`config.mk`:
```
export PLATFORM = sky130hd
export DESIGN_NAME = key_event_gen
export DESIGN_NICKNAME = d
export VERILOG_FILES = /design/src/rtl/key_event_pkg.sv /design/src/rtl/key_event_ch.sv /design/src/rtl/key_event_gen.sv
export SDC_FILE = /design/constraint.sdc
export NUM_CORES = 1
export LEC_CHECK = 0
export ABC_AREA = 1
export CORE_MARGIN = 1
export CORE_UTILIZATION = 60
export CTS_CLUSTER_DIAMETER = 150
export DETAILED_ROUTE_END_ITERATION = 8
export GPL_TIMING_DRIVEN = 0
export PLACE_DENSITY = 0.76
export SETUP_SLACK_MARGIN = 0.1
export SYNTH_ARGS = -nofsm -noshare
export SYNTH_HDL_FRONTEND = slang
export SYNTH_SLANG_ARGS = --single-unit
export TNS_END_PERCENT = 10
```
`constraint.sdc`:
```
create_clock -name clk -period 5.7 [get_ports clk]
set_clock_uncertainty 0.1 [all_clocks]
set_input_delay 0.57 -clock clk [delete_from_list [all_inputs] [get_ports clk]]
set_output_delay 0.57 -clock clk [all_outputs]
set_load 0.05 [all_outputs]
```
`src/rtl/key_event_pkg.sv`:
```
// Shared types and constants for the key event generator.
// Define KEY_AUTOREPEAT_EN to make a long-held key emit periodic press pulses.
package key_event_pkg;

  localparam int NUM_KEYS = 4;
  localparam int CNT_W    = 16;

  localparam int DEF_TICK_DIV  = 50000;
  localparam int DEF_DEB_MS    = 20;
  localparam int DEF_LONG_MS   = 1000;
  localparam int DEF_REPEAT_MS = 200;

`ifdef KEY_AUTOREPEAT_EN
  localparam bit AUTOREPEAT = 1'b1;
`else
  localparam bit AUTOREPEAT = 1'b0;
`endif

  typedef logic [2:0] state_t;

  localparam state_t ST_IDLE        = 3'd0;
  localparam state_t ST_DEB_PRESS   = 3'd1;
  localparam state_t ST_HELD        = 3'd2;
  localparam state_t ST_LONG        = 3'd3;
  localparam state_t ST_DEB_RELEASE = 3'd4;

endpackage

```
`src/rtl/key_event_ch.sv`:
```
// One key channel: input synchronizer plus debounce / long-press / release FSM.
// Auto-repeat in the LONG state follows the KEY_AUTOREPEAT_EN build option.
module key_event_ch
  import key_event_pkg::*;
#(
  parameter int DEB_MS    = DEF_DEB_MS,
  parameter int LONG_MS   = DEF_LONG_MS,
  parameter int REPEAT_MS = DEF_REPEAT_MS
) (
  input  logic clk,
  input  logic rst,
  input  logic tick,
  input  logic sw_in,
  output logic sw_out,
  output logic press_pulse,
  output logic long_pulse,
  output logic release_pulse
);

  localparam logic [CNT_W-1:0] DEB_LAST    = CNT_W'(DEB_MS - 1);
  localparam logic [CNT_W-1:0] LONG_LAST   = CNT_W'(LONG_MS - 1);
  localparam logic [CNT_W-1:0] REPEAT_LAST = CNT_W'(REPEAT_MS - 1);

  logic             sync_1;
  logic             sync_2;
  state_t           state;
  logic [CNT_W-1:0] cnt;
  logic             origin_long;

  // NOTE: every register here is a flop with a reset value; non-blocking
  // assignments keep the synchronizer stages and FSM updating in lockstep.
  always_ff @(posedge clk or posedge rst) begin
    if (rst) begin
      sync_1        <= 1'b0;
      sync_2        <= 1'b0;
      state         <= ST_IDLE;
      cnt           <= '0;
      origin_long   <= 1'b0;
      sw_out        <= 1'b0;
      press_pulse   <= 1'b0;
      long_pulse    <= 1'b0;
      release_pulse <= 1'b0;
    end else begin
      sync_1        <= sw_in;
      sync_2        <= sync_1;
      press_pulse   <= 1'b0;
      long_pulse    <= 1'b0;
      release_pulse <= 1'b0;

      // A level change always wins over a tick in the same cycle.
      case (state)
        ST_IDLE: begin
          if (sync_2) begin
            state <= ST_DEB_PRESS;
            cnt   <= '0;
          end
        end
        ST_DEB_PRESS: begin
          if (!sync_2) begin
            state <= ST_IDLE;
          end else if (tick) begin
            if (cnt == DEB_LAST) begin
              state       <= ST_HELD;
              sw_out      <= 1'b1;
              press_pulse <= 1'b1;
              cnt         <= '0;
            end else begin
              cnt <= cnt + 1'b1;
            end
          end
        end
        ST_HELD: begin
          if (!sync_2) begin
            state       <= ST_DEB_RELEASE;
            cnt         <= '0;
            origin_long <= 1'b0;
          end else if (tick) begin
            if (cnt == LONG_LAST) begin
              state      <= ST_LONG;
              long_pulse <= 1'b1;
              cnt        <= '0;
            end else begin
              cnt <= cnt + 1'b1;
            end
          end
        end
        ST_LONG: begin
          if (!sync_2) begin
            state       <= ST_DEB_RELEASE;
            cnt         <= '0;
            origin_long <= 1'b1;
          end else if (tick && AUTOREPEAT) begin
            if (cnt == REPEAT_LAST) begin
              press_pulse <= 1'b1;
              cnt         <= '0;
            end else begin
              cnt <= cnt + 1'b1;
            end
          end
        end
        ST_DEB_RELEASE: begin
          if (sync_2) begin
            state <= origin_long ? ST_LONG : ST_HELD;
            cnt   <= '0;
          end else if (tick) begin
            if (cnt == DEB_LAST) begin
              state         <= ST_IDLE;
              sw_out        <= 1'b0;
              release_pulse <= 1'b1;
              cnt           <= '0;
              origin_long   <= 1'b0;
            end else begin
              cnt <= cnt + 1'b1;
            end
          end
        end
        default: begin
          state <= ST_IDLE;
          cnt   <= '0;
        end
      endcase
    end
  end

endmodule

```
`src/rtl/key_event_gen.sv`:
```
// Four-key debouncer with press, long-press and release event pulses.
// Build option KEY_AUTOREPEAT_EN enables auto-repeat press pulses while held long.
module key_event_gen
  import key_event_pkg::*;
#(
  parameter int TICK_DIV  = DEF_TICK_DIV,
  parameter int DEB_MS    = DEF_DEB_MS,
  parameter int LONG_MS   = DEF_LONG_MS,
  parameter int REPEAT_MS = DEF_REPEAT_MS
) (
  input  logic                clk,
  input  logic                rst,
  input  logic [NUM_KEYS-1:0] sw_in,
  output logic [NUM_KEYS-1:0] sw_out,
  output logic [NUM_KEYS-1:0] press_pulse,
  output logic [NUM_KEYS-1:0] long_pulse,
  output logic [NUM_KEYS-1:0] release_pulse
);

  localparam int PRE_W = (TICK_DIV > 1) ? $clog2(TICK_DIV) : 1;

  logic [PRE_W-1:0] pre;
  logic             tick;

  assign tick = (pre == PRE_W'(TICK_DIV - 1));

  always_ff @(posedge clk or posedge rst) begin
    if (rst) begin
      pre <= '0;
    end else if (tick) begin
      pre <= '0;
    end else begin
      pre <= pre + 1'b1;
    end
  end

  for (genvar i = 0; i < NUM_KEYS; i++) begin : g_ch
    key_event_ch #(
      .DEB_MS    (DEB_MS),
      .LONG_MS   (LONG_MS),
      .REPEAT_MS (REPEAT_MS)
    ) u_ch (
      .clk           (clk),
      .rst           (rst),
      .tick          (tick),
      .sw_in         (sw_in[i]),
      .sw_out        (sw_out[i]),
      .press_pulse   (press_pulse[i]),
      .long_pulse    (long_pulse[i]),
      .release_pulse (release_pulse[i])
    );
  end

endmodule

```
==> flow_summary.ini <==
[place]
place.gp.congestion = 0.956
dp_hpwl_um = 15500
place_inst = 1574
port_buffers = 21
place_area_um2 = 9070

[pwr]
power.net_switching_mw = 1.20
p_seq_share_pct = 32.2
ir_drop_uv = 416
p_clk_share_pct = 34.2
netSwitchingFraction_pct = 39.2
powerDensity_nw_per_um2 = 318
p_leak_nw = 4.86
p_comb_share_pct = 33.6
internal-power_mw = 1.87

[sta]
fin_crit_sh_pct = 41.3
hold_viol_final = 0
worst_slew_pin_slew_ns = 0.536
fin_crit_ns = 2.35
finalSetupViolations = 0
rsz0062_at_grt = false
max_slew_margin_pct = 64.0
fmax_ghz = 0.425
fin_setup_tns_ns = 0
slew_violations = 0

[route]
wl_per_cell_um = 13.3
ant_nets = 0
via_per_inst = 5.40
vias = 8660
drt_wl_total_um = 21300
drcViolationCount = 0
drt-pass1-iter-count = 6
first_iter_violations = 748

[worst_setup_path]
cp-end-kind = primary output
cp.arrival_ns = 1.68
cp.required_ns = 5.03
cp_max_fo = 1
crit_type = reg -> out
cp_num_buf_inv = 2
start_kind = flop
cpLargestDelayFamily = buffers and inverters
crit_path_cell_trace = buf_4 -> clkdlybuf4s50_1
critPathSlowestCell = clkdlybuf4s50_1
cpPeakStageDelay_ns = 0.78

[yosys]
yosys_register_bits = 120
synth_top_cell_area_share_pct = 34.9
synth_commonest_cells = nand2_1, nor2_1, nand3_1
synth_edf_count = 0
synth_area_leaders = dfrtp_1, nand2_1, nor2_1, nand3_1, inv_1
synth_top_area_cell = dfrtp_1
synth_flop_cell = dfrtp_1
async_flop_share_pct = 100
synth_cell_types = 37
syn_inst = 1372
syn_area_um2 = 8610
yosysWarnings = 0
syn_avg_cell_area_um2 = 6.27
synth.net_count = 1383
synth_most_common_cell = nand2_1
ys_seq_area_share_pct = 34.9

[run_status]
status = finished clean

[grt]
grt_max_degree = 86
grt_pass1_wl_um = 35700
antenna_found_initial = 0
grt_pass1_vias = 7541
gr-total-overflow = 0
track_usage_pct = 30.4

[cts]
post-cts-setup-buffers = 0
hold_buffers = 0
cts_buffers = 17
cts_buffer_depth = 2
cts_root_buf = clkbuf_16
cts_resized = 0
htree_levels = 4
clock_latency_ns = 0.42
clk_pin_slew_worst_paths_ns = 0.06
cts_num_sinks = 120
cts_tree = yes

[floorplan]
core_um2 = 13900
die_y_um = 122
pin_count = 22
start_util_pct = 61.8
die_area_um2 = 14800
die_x_um = 122
rows = 43

[worst_hold_path]
hold_class = reg -> reg

[finish]
layout.nets = 1424
n_antenna_cell = 0
num-fill-cells = 1248
area_growth_pct = 12.0
final_design_area_no_fill_um2 = 9640
drive_above_1_share_pct = 7.93
finalNonFillerCells = 1605

[run]
drv_cap = 0
[cells by family (layout without fill, tap and decap cells)]
kind of cell | count (synthesis) | after routing | share of synthesized area, %
xor gates and xnor gates | 24 | 24 | 2.44
AOI/OAI and AO/OA | 78 | 78 | 5.22
DFF | 120 | 120 | 34.9
and+or+nand+nor | 945 | 945 | 46.8
buffers and inverters | 200 | 253 | 9.92
adders and majority gates | 5 | 5 | 0.727
[power groups by stage]
stage / sequential, mW / clock [mW] / combinational (mW)
finish: 0.988 / 1.05 / 1.03
global route: 0.997 / 1.10 / 1.16
CTS: 0.987 / 1.06 / 1.02
detailed placement: 0.998 / 0 / 1.01
global placement: 0.998 / 0 / 0.995
floorplan: 0.982 / 0 / 0.780
[routing by layer]
layer / track usage [%] / routed length, um
met1: 44.5 / 10300
met2: 46.6 / 9590
met3: 5.06 / 1210
met4: 7.79 / 224
met5: 0 / 0
[cell usage in the layout (no fill, tap or decap), types with 4 or more instances in the layout]
master | netlist | routed
o21ai_0 | 20 | 20
clkbuf_1 | 2 | 5
buf_2 | 9 | 9
nor3_1 | 23 | 23
inv_1 | 158 | 157
nand3_1 | 170 | 170
clkbuf_16 | 0 | 17
or2_2 | 4 | 4
clkdlybuf4s50_1 | 0 | 21
o21ai_1 | 6 | 6
nor4_1 | 5 | 5
dfrtp_1 | 120 | 120
nor2_1 | 227 | 227
buf_4 | 18 | 18
o211ai_1 | 7 | 7
nand4_1 | 25 | 25
xor2_1 | 21 | 21
nor2_2 | 9 | 9
nand2_1 | 453 | 453
ha_1 | 5 | 5
clkinv_2 | 0 | 5
a21oi_1 | 31 | 31
nor2_4 | 6 | 6
nand2_2 | 12 | 12
inv_2 | 7 | 7
a21oi_2 | 5 | 5
[worst paths after layout]
path,depth (start not counted),start,end,slack (ns)
max,2,g_ch[3].u_ch.long_pulse$_DFF_PP0_,long_pulse[3],3.35
min,0,g_ch[0].u_ch.sync_1$_DFF_PP0_,g_ch[0].u_ch.sync_2$_DFF_PP0_,0.25
max reg2reg,11,pre[0]$_DFF_PP0_,g_ch[2].u_ch.sw_out$_DFFE_PP0P_,3.48
min reg2reg,0,g_ch[0].u_ch.sync_1$_DFF_PP0_,g_ch[0].u_ch.sync_2$_DFF_PP0_,0.25
max in group asynchronous,3,rst,g_ch[2].u_ch.sync_2$_DFF_PP0_,4.37
min in group asynchronous,2,rst,g_ch[3].u_ch.cnt[14]$_DFFE_PP0P_,0.41
[state kept, by name, indices dropped and copies added (netlist names)]
| name | cells |
|---|---|
| g_ch.u_ch.state | 12 |
| g_ch.u_ch.press_pulse | 4 |
| pre | 16 |
| g_ch.u_ch.cnt | 64 |
| g_ch.u_ch.sync_2 | 4 |
| g_ch.u_ch.sw_out | 4 |
| g_ch.u_ch.release_pulse | 4 |
| g_ch.u_ch.long_pulse | 4 |
| g_ch.u_ch.sync_1 | 4 |
| g_ch.u_ch.origin_long | 4 |
[final cells by class]
class | instances | area, um2 | share of cell area (%)
Clock buffer | 22 | 464 | 4.82
Buffer | 33 | 226 | 2.35
Multi-Input combinational cell | 1052 | 4750 | 49.3
Tap cell | 180 | 225 | 2.34
Timing Repair Buffer | 22 | 238 | 2.47
Clock inverter | 9 | 100 | 1.04
Sequential cell | 120 | 3000 | 31.2
Inverter | 167 | 632 | 6.56
[through the flow]
| stage | hold slack, ns | util [%] | power, mW | worst slack (ns) |
|---|---|---|---|---|
| 2_1_floorplan | 0.231 | - | 1.76 | 1.84 |
| 3_3_place_gp | 0.232 | 64.9 | 1.99 | 0.160 |
| 3_5_place_dp | 0.239 | 65.1 | 2.01 | 3.53 |
| 4_1_cts | 0.251 | 69.2 | 3.07 | 3.33 |
| 5_1_grt | 0.255 | 69.2 | 3.26 | 3.30 |
| 6_report | 0.248 | 69.2 | 3.07 | 3.35 |
Power figures use the tool's default switching activity.
==> RTL edit 1: new RTL, same flow settings <==
Set the package constant `CNT_W` to 18 (it was 16).
--- a/src/rtl/key_event_pkg.sv
+++ b/src/rtl/key_event_pkg.sv
@@ -4,5 +4,5 @@
 
   localparam int NUM_KEYS = 4;
-  localparam int CNT_W    = 16;
+  localparam int CNT_W    = 18;
 
   localparam int DEF_TICK_DIV  = 50000;
Function: same outputs for any inputs over 10 cycles, from zero or initial values and one cycle with rst high; that may be too few to reach the edited logic, so the function may still have changed.
==> RTL edit 1 against the original RTL <==
- the flow now finishes with violations (design-rule violations)
- area after synthesis increased by 6.5%
- sequential share of layout area increased by 0.24 points
- setup slack got worse by 0.020 ns
- power increased by 2.6%
- sequential cell count increased by 8
- routed wire length increased by 10%
- die area increased by 6.4%
- first-iteration DRC count increased by 33%
- largest power group is now combinational cells
- utilization increased by 0.23 points
- final area increased by 5.8%
==> RTL edit 1: results (changes against the original RTL) <==
Outcome
  – Status: complete, but fails checks
  – Failing checks: design-rule violations

Clock tree
  – Resize count post-CTS: 0 (unchanged)
  – Worst skew pair latency: 0.43 ns
  – Clock Path Buffers: 2 (unchanged)
  – Clock-pin slew on the worst setup and hold paths: 0.05 ns
  – CTS Buf Count: 17 (unchanged)

Global route
  – Vias in the first global route: 8448 (+12%)
  – GRT Resource Usage Total: 31.94% (+1.5 points)
  – First-pass GRT wire length: 40650 µm (+14%)
  – Largest net degree at the start of global routing: 82 (-4.7%)

Drt
  – DR DRC count: 1 (+1)
  – Initial DRT Pass Iterations: 8 (+2)
  – Drt wl/cell: 14.24 µm (+7.4%)
  – Iter 0 DRT Violations: 997 (+33%)
  – Vias per cell: 5.630 (+4.3%)

Placement
  – DP Worst Slack: 3.401 ns (-0.1291 ns)
  – Port Buffers: 21 (unchanged)
  – Placed cells: 1616 (+2.7%)
  – Hpwl dp: 16980 µm (+9.9%)
  – Final GP Congestion: 0.9795 (+2.5%)

Final layout
  – Top flop regs: g_ch.u_ch.cnt (72), pre (16), g_ch.u_ch.state (12)
  – Non-filler cells, final: 1646 (+2.6%)
  – Antenna diodes: 0 (unchanged)
  – Layout net count: 1465 (+2.9%)
  – Share of cells above drive strength 1: 8.071% (+0.14 points)

Logic synthesis
  – Sequential area share after synthesis: 34.95% (+0.055 points)
  – Synth Net Count: 1424 (+3.0%)
  – Yosys cell types: 45 (+22%)
  – Syn_area_per_cell: 6.500 µm² (+3.6%)
  – Synth area leaders: dfrtp_1, nand2_1, nand3_1
  – Post-synth top cells: nand2_1, inv_1, nor2_1

Setup path
  – R2R depth: 13 (+2)
  – Crit path DAT: 1.70 ns (+0.02 ns)
  – Max Fanout on Critical Path: 2 (+1)

Hold path
  – Hold Path Class: reg2reg

Power and ir drop
  – Max VDD drop: 0.0002588 V (-38%)
  – Leak: 5.285 nW (+8.9%)
  – Psw: 1.225 mW (+1.8%)

STA
  – Tightest Pin Transition: 0.6361 ns (+0.09970 ns)
-- RTL edit 1: changes by cell type after synthesis, moves of 6 or more --
cell,change
nand4_1,+36
nand3_1,-14
dfrtp_1,+8
nor3_1,+10
o211ai_1,-6
a21oi_1,-11
inv_1,+14
nor2_1,-67
xor2_1,+7
o21ai_0,+32
-- RTL edit 1: worst paths after layout --
kind                                     startpoint              endpoint  slack (ns)
worst max-delay path            g_ch[2].u_ch.sw_out             sw_out[2]        3.33
worst min-delay path            g_ch[0].u_ch.sync_1   g_ch[0].u_ch.sync_2        0.25
worst max register to register               pre[0]   g_ch[1].u_ch.cnt[5]        3.36
worst min register to register  g_ch[0].u_ch.sync_1   g_ch[0].u_ch.sync_2        0.25
max in group asynchronous                       rst  g_ch[0].u_ch.cnt[13]        4.31
min in group asynchronous                       rst   g_ch[1].u_ch.cnt[0]        0.44
-- RTL edit 1: power groups by stage --
stage	logic [mW]	registers, mW	clock network, mW
6_report	1.06	1.04	1.05
5_1_grt	1.17	1.05	1.10
2_1_floorplan	0.786	1.04	0
4_1_cts	1.04	1.04	1.06
3_5_place_dp	1.04	1.05	0
3_3_place_gp	1.02	1.05	0
-- RTL edit 1: routing by layer --
layer  vias up  GRT usage (%)  part of all wire [%]
li1       4604              -                     -
met1      4277          44.14                    45
met5         -              0                     0
met2       344          51.24                    46
met4         0          10.69                   2.1
met3        42          5.006                   6.5
-- RTL edit 1: logic make-up (layout without fill, tap and decap cells) --
kind of cell | Yosys count | after routing | synth area share, %
muxes | 1 | 1 | 0.1092
adders and majority gates | 8 | 8 | 1.092
AOI/OAI and AO/OA | 99 | 99 | 5.830
xor gates and xnor gates | 31 | 31 | 2.963
buffers and inverters | 227 | 279 | 10.72
and+or+nand+nor | 916 | 916 | 44.34
DFF | 128 | 128 | 34.95
-- RTL edit 1: layout make-up --
type / instances / area, µm²
clock inverters: 7 / 85.08
repair buffers: 22 / 237.7
clock buffers: 23 / 478.0
inverters: 186 / 705.7
well taps: 184 / 230.2
flip-flops and latches: 128 / 3203
plain buffers: 41 / 281.5
multi-input cells: 1055 / 4980
fillers: 1324 / 4498
-- RTL edit 1: worst max-delay path, cell delays in order (launching register included) --
cell and delay, ns:
dfrtp_1 0.37, buf_4 0.11, clkdlybuf4s50_1 0.80
-- RTL edit 1: metrics by stage --
stage	util, %	setup TNS [ns]	area [µm²]	hold slack (ns)
final	69.40	0	10200	0.2464
after global routing	69.40	0	10200	0.2630
after CTS	69.40	0	10200	0.2502
after detailed placement	65.57	0	9638	0.2381
after global placement	65.35	-20.19	9605	0.2337
after floorplan	-	0	9165	0.2312
==> RTL edit 2: new RTL, config.mk and constraints unchanged <==
Without the edit above. Register the output `release_pulse`; this adds one clock of latency there. The other outputs are not delayed to match.
--- a/src/rtl/key_event_gen.sv
+++ b/src/rtl/key_event_gen.sv
@@ -19,4 +19,6 @@
 
   localparam int PRE_W = (TICK_DIV > 1) ? $clog2(TICK_DIV) : 1;
+
+  logic [NUM_KEYS-1:0] release_pulse_d;
 
   logic [PRE_W-1:0] pre;
@@ -48,6 +50,10 @@
       .press_pulse   (press_pulse[i]),
       .long_pulse    (long_pulse[i]),
-      .release_pulse (release_pulse[i])
+      .release_pulse (release_pulse_d[i])
     );
+  end
+
+  always_ff @(posedge clk) begin
+    release_pulse <= release_pulse_d;
   end
 
Check against the original RTL: no difference found for any inputs over 4 cycles, from zero or initial values and one cycle with rst high; that may be too few to reach the edited logic, so the function may still have changed.
==> RTL edit 2 against the original RTL <==
- setup slack better by 0.0038 ns
- sequential cell count grew 4
- area after synthesis fell by 2.9%
- critical path depth did not move
- power rose by 2.3%
- die area down 2.8%
- routed wire length rose by 0.76%
- final area fell by 1.9%
==> RTL edit 2: results (changes against the original RTL) <==
Drt
  – Vias per cell: 5.598 (+3.8%)
  – Drt wl/cell: 14.05 µm (+6.0%)
  – Iter 0 DRT Violations: 802 (+7.2%)
  – Initial DRT Pass Iterations: 6 (unchanged)

Final layout
  – Share of cells above drive strength 1: 8.148% (+0.22 points)
  – Non-filler cells, final: 1526 (-4.9%)
  – Fill count: 1189 (-4.7%)
  – Layout net count: 1348 (-5.3%)
  – Top flop regs: g_ch.u_ch.cnt (64), pre (16), g_ch.u_ch.state (12)

Logic synthesis
  – Sequential area share after synthesis: 36.89% (+2.0 points)
  – Syn. warnings: 0 (unchanged)
  – Post-synth top cells: nand2_1, nor2_1, inv_1
  – Yosys cell types: 41 (+11%)
  – Synth area leaders: dfrtp_1, nand2_1, nand3_1
  – Syn_area_per_cell: 6.448 µm² (+2.8%)
  – Asr flop ratio synth: 96.77% (-3.2 points)

Die
  – Row cnt: 42 (-2.3%)
  – Initial Utilization: 62.36% (+0.60 points)

Global route
  – Vias in the first global route: 7791 (+3.3%)
  – Antenna violations before repair: 0 (unchanged)
  – Largest net degree at the start of global routing: 62 (-28%)
  – GRT Resource Usage Total: 31.79% (+1.4 points)
  – First-pass GRT wire length: 36490 µm (+2.1%)

Setup path
  – Max Fanout on Critical Path: 2 (+1)
  – R2R Path Start: pre[0]
  – Worst R2R Setup Slack: 3.44 ns (-0.04 ns)
  – Crit path DAT: 1.68 ns (about the same)
  – Critical Path Start: g_ch[1].u_ch.sw_out

Placement
  – Hpwl dp: 15050 µm (-2.6%)
  – Final GP Congestion: 0.9369 (-1.9%)
  – DP Worst Slack: 3.526 ns (-0.004120 ns)
  – Placed cells: 1494 (-5.1%)

Outcome
  – Status: finished clean

STA
  – Hold_ws: 0.2394 ns (-0.008866 ns)
  – Slew Limit Headroom: 61.64% (-2.3 points)

Clock tree
  – CTS Buf Count: 17 (unchanged)
  – Clock Path Buffers: 2 (unchanged)

Hold path
  – Hold path startpoint: g_ch[0].u_ch.release_pulse

Power and ir drop
  – Max VDD drop: 0.0002091 V (-50%)
  – Leak: 4.814 nW (-0.85%)
-- RTL edit 2: changes by cell type in the layout (fill, tap and decap cells not counted), moves of 8 or more --
cell | before | now
nand3_1 | 170 | 129
nand4_1 | 25 | 38
xor2_1 | 21 | 13
inv_1 | 157 | 149
o21ai_0 | 20 | 63
nor2_1 | 227 | 155
-- RTL edit 2: routing by layer --
layer	vias to the layer above	routed length [µm]	GRT usage (%)
met1	3947	9431	42.68
li1	4233	-	-
met4	0	392	10.16
met5	-	0	0
met2	312	9963	51.26
met3	51	1650	6.606
-- RTL edit 2: cell type report --
class                      instances  share of cell area, %
multi-input combinational        978                  47.04
sequential                       124                  32.60
inverter                         161                  6.443
clock buffer                      17                  4.498
timing repair buffer              22                  2.514
buffer                            33                  2.328
tap                              176                  2.328
clock inverter                    15                  2.249
-- RTL edit 2: report_power, final --
part           internal [mW]  switching [mW]
sequential             0.945          0.0733
clock                  0.739           0.439
combinational          0.254           0.687
total                   1.94            1.20
-- RTL edit 2: worst paths after layout --
check                                             end  cells past startpoint
max in group asynchronous         g_ch[1].u_ch.cnt[0]                      3
worst max register to register  g_ch[3].u_ch.state[1]                      8
worst min register to register       release_pulse[0]                      0
min in group asynchronous         g_ch[0].u_ch.cnt[1]                      2
worst min-delay path                 release_pulse[0]                      0
worst max-delay path                        sw_out[1]                      2
-- RTL edit 2: cell families after synthesis --
family                   share of synthesized area (%)
AND/OR/NAND/NOR                                  41.91
AO/OA/AOI/OAI                                    8.804
buffers and inverters                            9.867
adder cells (fa/ha/maj)                         0.7486
XOR/XNOR                                         1.782
flip-flops                                       36.89
-- RTL edit 2: through the flow --
| step | cell area, µm² | power (mW) |
|---|---|---|
| 2_1_floorplan | 8357 | 1.704 |
| 3_5_place_dp | 8820 | 1.948 |
| 3_3_place_gp | 8787 | 1.934 |
| 6_report | 9458 | 3.138 |
| 5_1_grt | 9458 | 3.312 |
| 4_1_cts | 9458 | 3.128 |
-- RTL edit 2: worst max-delay path, stage by stage, from the launching register on --
cell and delay (ns):
dfrtp_1 0.36, buf_4 0.11, clkdlybuf4s50_1 0.78
